## src/rtl/ysyx_23060061_regfile_sb_if.sv

```systemverilog
// Bus between the pipeline and the scoreboarded register file: write-back, issue and
// packed read ports.
interface ysyx_23060061_regfile_sb_if #(
  parameter int unsigned ADDR_WIDTH = 5,
  parameter int unsigned DATA_WIDTH = 32,
  parameter int unsigned NR_READ    = 2
) ();

  logic                          wen;
  logic [ADDR_WIDTH-1:0]         waddr;
  logic [DATA_WIDTH-1:0]         wdata;
  logic                          issue_valid;
  logic [ADDR_WIDTH-1:0]         issue_rd;
  logic [NR_READ*ADDR_WIDTH-1:0] raddr;
  logic [NR_READ*DATA_WIDTH-1:0] rdata;
  logic [NR_READ-1:0]            rbusy;
  logic                          any_busy;

  modport master (
    output wen, waddr, wdata, issue_valid, issue_rd, raddr,
    input  rdata, rbusy, any_busy
  );

  modport slave (
    input  wen, waddr, wdata, issue_valid, issue_rd, raddr,
    output rdata, rbusy, any_busy
  );

endinterface

```

## src/rtl/ysyx_23060061_regfile_sb.sv

```systemverilog
// Register file with N bypassed combinational read ports, one write port, optional
// hardwired zero register and a per-register busy scoreboard.
module ysyx_23060061_regfile_sb #(
  parameter int unsigned ADDR_WIDTH = 5,
  parameter int unsigned DATA_WIDTH = 32,
  parameter int unsigned NR_READ    = 2,
  parameter bit          ZERO_REG   = 1'b1
) (
  input logic                       clk,
  input logic                       rst,
  ysyx_23060061_regfile_sb_if.slave bus
);

  localparam int unsigned Depth = 1 << ADDR_WIDTH;

  logic [DATA_WIDTH-1:0] rf_q [Depth];
  logic [Depth-1:0]      busy_q;
  logic [Depth-1:0]      busy_d;
  logic                  wr_en;

  assign wr_en = bus.wen && !(ZERO_REG && (bus.waddr == '0));

  always_ff @(posedge clk or posedge rst) begin
    if (rst) begin
      for (int unsigned k = 0; k < Depth; k++) begin
        rf_q[k] <= '0;
      end
    end else if (wr_en) begin
      rf_q[bus.waddr] <= bus.wdata;
    end
  end

  // Issue beats write-back on the same index: a newer producer replaces the retiring one.
  always_comb begin
    busy_d = busy_q;
    for (int unsigned k = 0; k < Depth; k++) begin
      if (bus.issue_valid && (bus.issue_rd == ADDR_WIDTH'(k))) begin
        busy_d[k] = 1'b1;
      end else if (bus.wen && (bus.waddr == ADDR_WIDTH'(k))) begin
        busy_d[k] = 1'b0;
      end
    end
    if (ZERO_REG) begin
      busy_d[0] = 1'b0;
    end
  end

  always_ff @(posedge clk or posedge rst) begin
    if (rst) begin
      busy_q <= '0;
    end else begin
      busy_q <= busy_d;
    end
  end

  assign bus.any_busy = |busy_q;

  for (genvar i = 0; i < NR_READ; i++) begin : g_rd
    logic [ADDR_WIDTH-1:0] ra;
    logic                  is_zero;
    logic                  hit;

    assign ra      = bus.raddr[i*ADDR_WIDTH +: ADDR_WIDTH];
    assign is_zero = ZERO_REG && (ra == '0);
    assign hit     = bus.wen && (bus.waddr == ra);

    assign bus.rdata[i*DATA_WIDTH +: DATA_WIDTH] = is_zero ? '0        :
                                                   hit     ? bus.wdata : rf_q[ra];
    // A write-back landing this cycle makes the operand ready through the bypass.
    assign bus.rbusy[i] = !is_zero && busy_q[ra] && !hit;
  end

endmodule

```

## src/flat_wrapper.sv

```systemverilog
// flat-port wrapper written by rule: the top's interface ports become plain ports
module ysyx_23060061_regfile_sb_flat 
#(
  parameter int unsigned ADDR_WIDTH = 5,
  parameter int unsigned DATA_WIDTH = 32,
  parameter int unsigned NR_READ    = 2,
  parameter bit          ZERO_REG   = 1'b1
)
  (clk, rst, bus_wen, bus_waddr, bus_wdata, bus_issue_valid, bus_issue_rd, bus_raddr, bus_rdata, bus_rbusy, bus_any_busy);
  ysyx_23060061_regfile_sb_if #(.ADDR_WIDTH(ADDR_WIDTH), .DATA_WIDTH(DATA_WIDTH), .NR_READ(NR_READ)) bus_i ();
  input logic clk;
  input logic rst;
  input wire logic [$bits(bus_i.wen)-1:0] bus_wen;
  input wire logic [$bits(bus_i.waddr)-1:0] bus_waddr;
  input wire logic [$bits(bus_i.wdata)-1:0] bus_wdata;
  input wire logic [$bits(bus_i.issue_valid)-1:0] bus_issue_valid;
  input wire logic [$bits(bus_i.issue_rd)-1:0] bus_issue_rd;
  input wire logic [$bits(bus_i.raddr)-1:0] bus_raddr;
  output wire logic [$bits(bus_i.rdata)-1:0] bus_rdata;
  output wire logic [$bits(bus_i.rbusy)-1:0] bus_rbusy;
  output wire logic [$bits(bus_i.any_busy)-1:0] bus_any_busy;
  assign bus_i.wen = bus_wen;
  assign bus_i.waddr = bus_waddr;
  assign bus_i.wdata = bus_wdata;
  assign bus_i.issue_valid = bus_issue_valid;
  assign bus_i.issue_rd = bus_issue_rd;
  assign bus_i.raddr = bus_raddr;
  assign bus_rdata = bus_i.rdata;
  assign bus_rbusy = bus_i.rbusy;
  assign bus_any_busy = bus_i.any_busy;
  ysyx_23060061_regfile_sb #(.ADDR_WIDTH(ADDR_WIDTH), .DATA_WIDTH(DATA_WIDTH), .NR_READ(NR_READ), .ZERO_REG(ZERO_REG)) u_core (.clk(clk), .rst(rst), .bus(bus_i));
endmodule
```

## config.mk

```make
export PLATFORM = sky130hd
export DESIGN_NAME = ysyx_23060061_regfile_sb_flat
export DESIGN_NICKNAME = d
export VERILOG_FILES = /design/src/rtl/ysyx_23060061_regfile_sb_if.sv /design/src/rtl/ysyx_23060061_regfile_sb.sv /design/src/flat_wrapper.sv
export SDC_FILE = /design/constraint.sdc
export NUM_CORES = 2
export LEC_CHECK = 0
export ABC_AREA = 1
export BUFFER_PORTS_ARGS = -buffer_cell sky130_fd_sc_hd__buf_2
export CAP_MARGIN = 40
export CORE_ASPECT_RATIO = 0.5
export CORE_MARGIN = 2
export CORE_UTILIZATION = 30
export DETAILED_ROUTE_END_ITERATION = 8
export PLACE_DENSITY_LB_ADDON = 0.2
export SETUP_SLACK_MARGIN = 0.15
export SLEW_MARGIN = 10
export SYNTH_ARGS = -nofsm -noshare
export SYNTH_HDL_FRONTEND = slang
export SYNTH_SLANG_ARGS = --single-unit
```

## constraint.sdc

```tcl
create_clock -name clk -period 96.3 [get_ports clk]
set_input_delay 24.075 -clock clk [delete_from_list [all_inputs] [get_ports clk]]
set_output_delay 24.075 -clock clk [all_outputs]
set_load 0.05 [all_outputs]
```

### After elaboration in Yosys (flattened, before gate mapping)

Cells that the tools add are included.

| storage, ports and cells | value |
|---|---|
| register bits | 1,055 |
| output and inout port bits | 67 |
| input bits | 56 |
| word-level logic and storage cells | 325 |

| operators by class | value |
|---|---|
| mux-type cells | 79 |
| eq/ne operators | 64 |
| reduce and logical (&&, ||, !) cells | 110 |
| magnitude comparators | 6 |
| bitwise logic cells | 3 |

Operator list:

| kind | number |
|---|---|
| $bwmux 1024 | 1 |
| $bmux 32 s5 | 2 |
| $mux 32 | 9 |
| $demux 32 s5 | 1 |
| $eq 5x5->1 const B | 32 |
| $eq 5x4->1 const B | 16 |
| $logic_and 1x1->1 | 70 |
| $mux 1 | 64 |
| $reduce_bool 2->1 | 31 |
| $eq 5x3->1 const B | 8 |
| $reduce_or 31->1 | 1 |
| $eq 5x2->1 const B | 4 |
| $ge 6x6->1 const B | 3 |
| $not 5->6 | 3 |
| $logic_not 5->1 | 3 |
| $lt 5x6->1 const B | 2 |
| $bmux 1 s5 | 2 |
| $eq 5x1->1 const B | 2 |
| $eq 5x5->1 | 2 |
| $lt 6x1->1 const B | 1 |
| $logic_not 1->1 | 5 |

### Depth between registers and ports, before layout

| depth | value |
|---|---|
| depth in word-level cells | 6 |
| depth in mapped cells | 14 |
| depth with buffers taken out | 11 |

### Worst setup path before layout

Ideal clock, no wire load.

| path | value |
|---|---|
| path type | input to output |
| from | input bus_raddr[0] |
| to | output bus_rdata[5] |
| required time | 72.225 ns |
| arrival time | 25.768 ns |
| path slack | 46.457 ns |
| buffers on the path | 4 |
| cell stages on the path | 11 |
| path through | buf_6 buf_6 buf_6 buf_6 a21oi_1 o21ai_0 nand3_1 nand2_1 nand3_1 nand2_1 a21oi_1 |

| between the ends | value |
|---|---|
| cells in the longest elaborated chain, start to end | 6 |
| elaborated cells between the ends (all ways) | 9 |
| those cells by class | eq/ne: 1; mux: 5; bitwise: 1; reduce/logical: 2 |

RTL lines:

| what | line | text |
|---|---|---|
| start, declared | flat_wrapper.sv:18 | `input wire logic [$bits(bus_i.raddr)-1:0] bus_raddr;` |
| $not 5->6 (not written as such) | ysyx_23060061_regfile_sb.sv:68 | `hit ? bus.wdata : rf_q[ra];` |
| $bmux 32 s5 | ysyx_23060061_regfile_sb.sv:68 |  |
| $mux 32 (not written as such) (2 in series) | ysyx_23060061_regfile_sb.sv:68 |  |
| $mux 32 | ysyx_23060061_regfile_sb.sv:68 |  |
| $mux 32 (*) | ysyx_23060061_regfile_sb.sv:67 | `assign bus.rdata[i*DATA_WIDTH +: DATA_WIDTH] = is_zero ? '0 :` |
| end, declared | flat_wrapper.sv:19 | `output wire logic [$bits(bus_i.rdata)-1:0] bus_rdata;` |

Every way passes the cells marked *; elsewhere a longest branch is shown, timed or not. The select of a mux whose other input is x is not followed.

### Worst setup path after layout

| path | value |
|---|---|
| from | input bus_raddr[5] |
| to | output bus_rdata[56] |

The elaborated chain is that of the path after synthesis.

==> out/results.tsv <==
metric	value	unit
status	completed	
die width	640	um
Synth Register Bits	1055	
htree depth	3	
crit path time final	51.99	ns
die height	322	um
Mapped Area	60600	um2
unrepaired setup endpoints after global routing	no	
fmax	19.2	MHz
Int Pwr	0.000882	W
Max Root-Sink Buffers	3	
CTS tree	yes	
DRC errors left	0	
Req. time, crit path	72.22	ns
CTS root buf	clkbuf_16	
die area	206000	um2
Switch Pwr	0.000459	W
Fin Clk Skew	0	ns
Final TNS setup	0	ns
MaxCap Viol Count	0	
Crit. End Element	primary output	
Site Rows	116	
post-synthesis sequential area ratio	43.6	%
Post-Place Cells	10800	
synthesized area per cell	7.09	um2
fill cell count	21600	
YS warnings	0	
PnR worst setup slack	44.31	ns
number of synthesized flops with an enable pin	0	
Synth Instances	8550	
CTS clock-pin slew for the worst setup and hold paths	0.06	ns
commonest non-fill, non-tap cells in the layout	2,546 x nand2_1, 1,083 x nand3_1, 1,055 x dfrtp_1	
first-pass GRT wire length	395	mm
Slew Viols, Final	0	
Final ANT Viol Nets	0	
Synth area leader	dfrtp_1	
maximum VDD drop	0.0000146	V
Num CTS Buffers	113	
most used flip-flop cell after synthesis	dfrtp_1	
worst reg2reg startpoint	u_core.busy_q[5]	
hold_buf cts	0	
syn_nets	8606	
final hold violation count	0	
clock sinks	1055	
commonest non-fill, non-tap cell in the layout	nand2_1	
async set-reset flop share out of synthesis	100	%
gpl congestion	0.863	
Clk pwr share	33.7	%
power share of the combinational group	22.6	%
DR vias	58600	
initial antenna violation count	15	
Port Buf Inserts	122	
layout cells sized above 1	7.00	%
# nets final	8235	
share of the synthesized area in the top cell type	43.6	%
Max stage delay on crit path	0.64	ns
Startpoint Class	input pin	
Core Area	200000	um2
worst-path cell chain	buf_8 -> clkinv_8 -> buf_4 -> nor2_1 -> nor3_1 -> nand4_2 -> buf_4 -> nand2_1 -> inv_2 -> nand3_1 -> nand2_1 -> buf_2	
fin crit share	54.0	%
top-level I/O count	123	
hold_sp	u_core.rf_q[1006]	
Finished Layout Cells	11000	
sequential share of power	43.7	%
total power	0.00134	W
worst setup path category	in -> out	
post-CTS resize count	0	
worst-margin pin slew	1.15	ns
CP Max Fanout	93	
WL/cell	24.6	um
Overflow after GRT	0	
post-synth cell types	35	
Hold Crit Class	reg -> reg	
hold path cells	0	
number of DRC markers in iteration 0	6822	
capturing point of the worst reg2reg path	u_core.busy_q[5]	
R2R cell count	1	
Worst EP arrival	27.92	ns
final-report setup violation count	0	
GRT Total Usage	25.9	%
Synth area leaders	dfrtp_1 44%, nand2_1 16%, nand3_1 9.0%, o21ai_0 7.3%, inv_1 4.4%	
starting density of the core	30.2	%
Slew headroom	23.0	%
flop-to-flop setup slack	95.52	ns
slowest CP cell	inv_2	
Detailed Route WL	270	mm
pwr dens	20.1	nW/um2
postcts setup bufs	0	
vias in the first global route	54900	
Detailed Routing Iterations Pass 1	7	
largest net degree at the start of global routing	218	
Synth-to-Final Area Change	10.1	%
HPWL Detailed	153	mm
Net Sw Frac	34.2	%
Hold Path End	u_core.rf_q[1006]	
vias per cell	5.33	
leakage power	30.3	nW
pre-CTS WS	44.37	ns
Worst-Skew Late Latency	0.78	ns
[layer usage]
| layer | global-route usage (%) | up-vias | routed length (um) |
|---|---|---|---|
| met1 | 35.4 | 28400 | 117000 |
| met4 | 9.90 | 0 | 11100 |
| li1 | - | 27200 | - |
| met3 | 3.75 | 493 | 20400 |
| met2 | 41.4 | 2515 | 121000 |
| met5 | 0 | - | 0 |
[state kept, by name (all words and copies together), names as in the netlist]
| signal | flops |
|---|---|
| u_core.rf_q | 1024 |
| u_core.busy_q | 31 |
[synthesized netlist by cell type (25+ instances only)]
library cell,number
a21oi_1,425
buf_1,36
buf_2,371
buf_4,77
buf_6,25
clkbuf_1,257
dfrtp_1,1055
inv_1,717
inv_2,51
nand2_1,2549
nand3_1,1085
nor2_1,219
o211ai_1,357
o21ai_0,886
o21ai_1,340
[worst max path at each step]
stage               depth (start not counted)          from  slack [ns]                end
CTS                                        12  bus_raddr[5]       44.37      bus_rdata[54]
floorplan                                   1           rst       42.53  u_core.busy_q[10]
detailed placement                         12  bus_raddr[5]       44.37      bus_rdata[54]
global route                               12  bus_raddr[5]       44.18      bus_rdata[50]
finish                                     12  bus_raddr[5]       44.31      bus_rdata[56]
global placement                           13  bus_raddr[0]       43.98       bus_rdata[9]
[through the flow]
stage / util (%) / hold WS (ns) / cell area, um2
final: 33.3 / 0.377 / 66700
after global placement: 30.9 / 0.366 / 62000
after floorplan: - / 0.429 / 60600
after CTS: 33.3 / 0.380 / 66700
after global routing: 33.3 / 0.383 / 66700
after detailed placement: 31.4 / 0.366 / 63000
[power groups by stage]
stage | Sequential (W) | Clock (W) | Combinational [W]
3_5_place_dp | 0.000591 | 0 | 0.000301
3_3_place_gp | 0.000591 | 0 | 0.000294
4_1_cts | 0.000584 | 0.000459 | 0.000302
2_1_floorplan | 0.000582 | 0 | 0.000223
5_1_grt | 0.000596 | 0.000476 | 0.000343
6_report | 0.000586 | 0.000451 | 0.000303
[kinds of logic (layout without fill, tap and decap cells)]
family	count (synthesis)	count (layout)	synth area share, %
AND/OR/NAND/NOR	3928	3928	27.1
other	0	8	0
flip-flops	1055	1055	43.6
buffers and inverters	1545	1261	11.1
AO/OA/AOI/OAI	2020	2020	18.2
XOR/XNOR	2	2	0.0289
[worst max-delay path: cells and delay by family]
kind	cells	cell delay (ns)
buffers and inverters	6	2.88
AND/OR/NAND/NOR	6	0.80
[cell type report]
cell class              count  area (um2)  share of cell area (%)
multi-input cells        5950       27600                    41.4
flip-flops and latches   1055       26400                    39.6
clock buffers             172        3400                    5.10
well taps                2714        3400                    5.09
inverters                 777        2970                    4.44
repair buffers            282        2680                    4.01
clock inverters            30         267                   0.399
diodes                      8        20.0                  0.0300
Power figures use the tool's default switching activity.
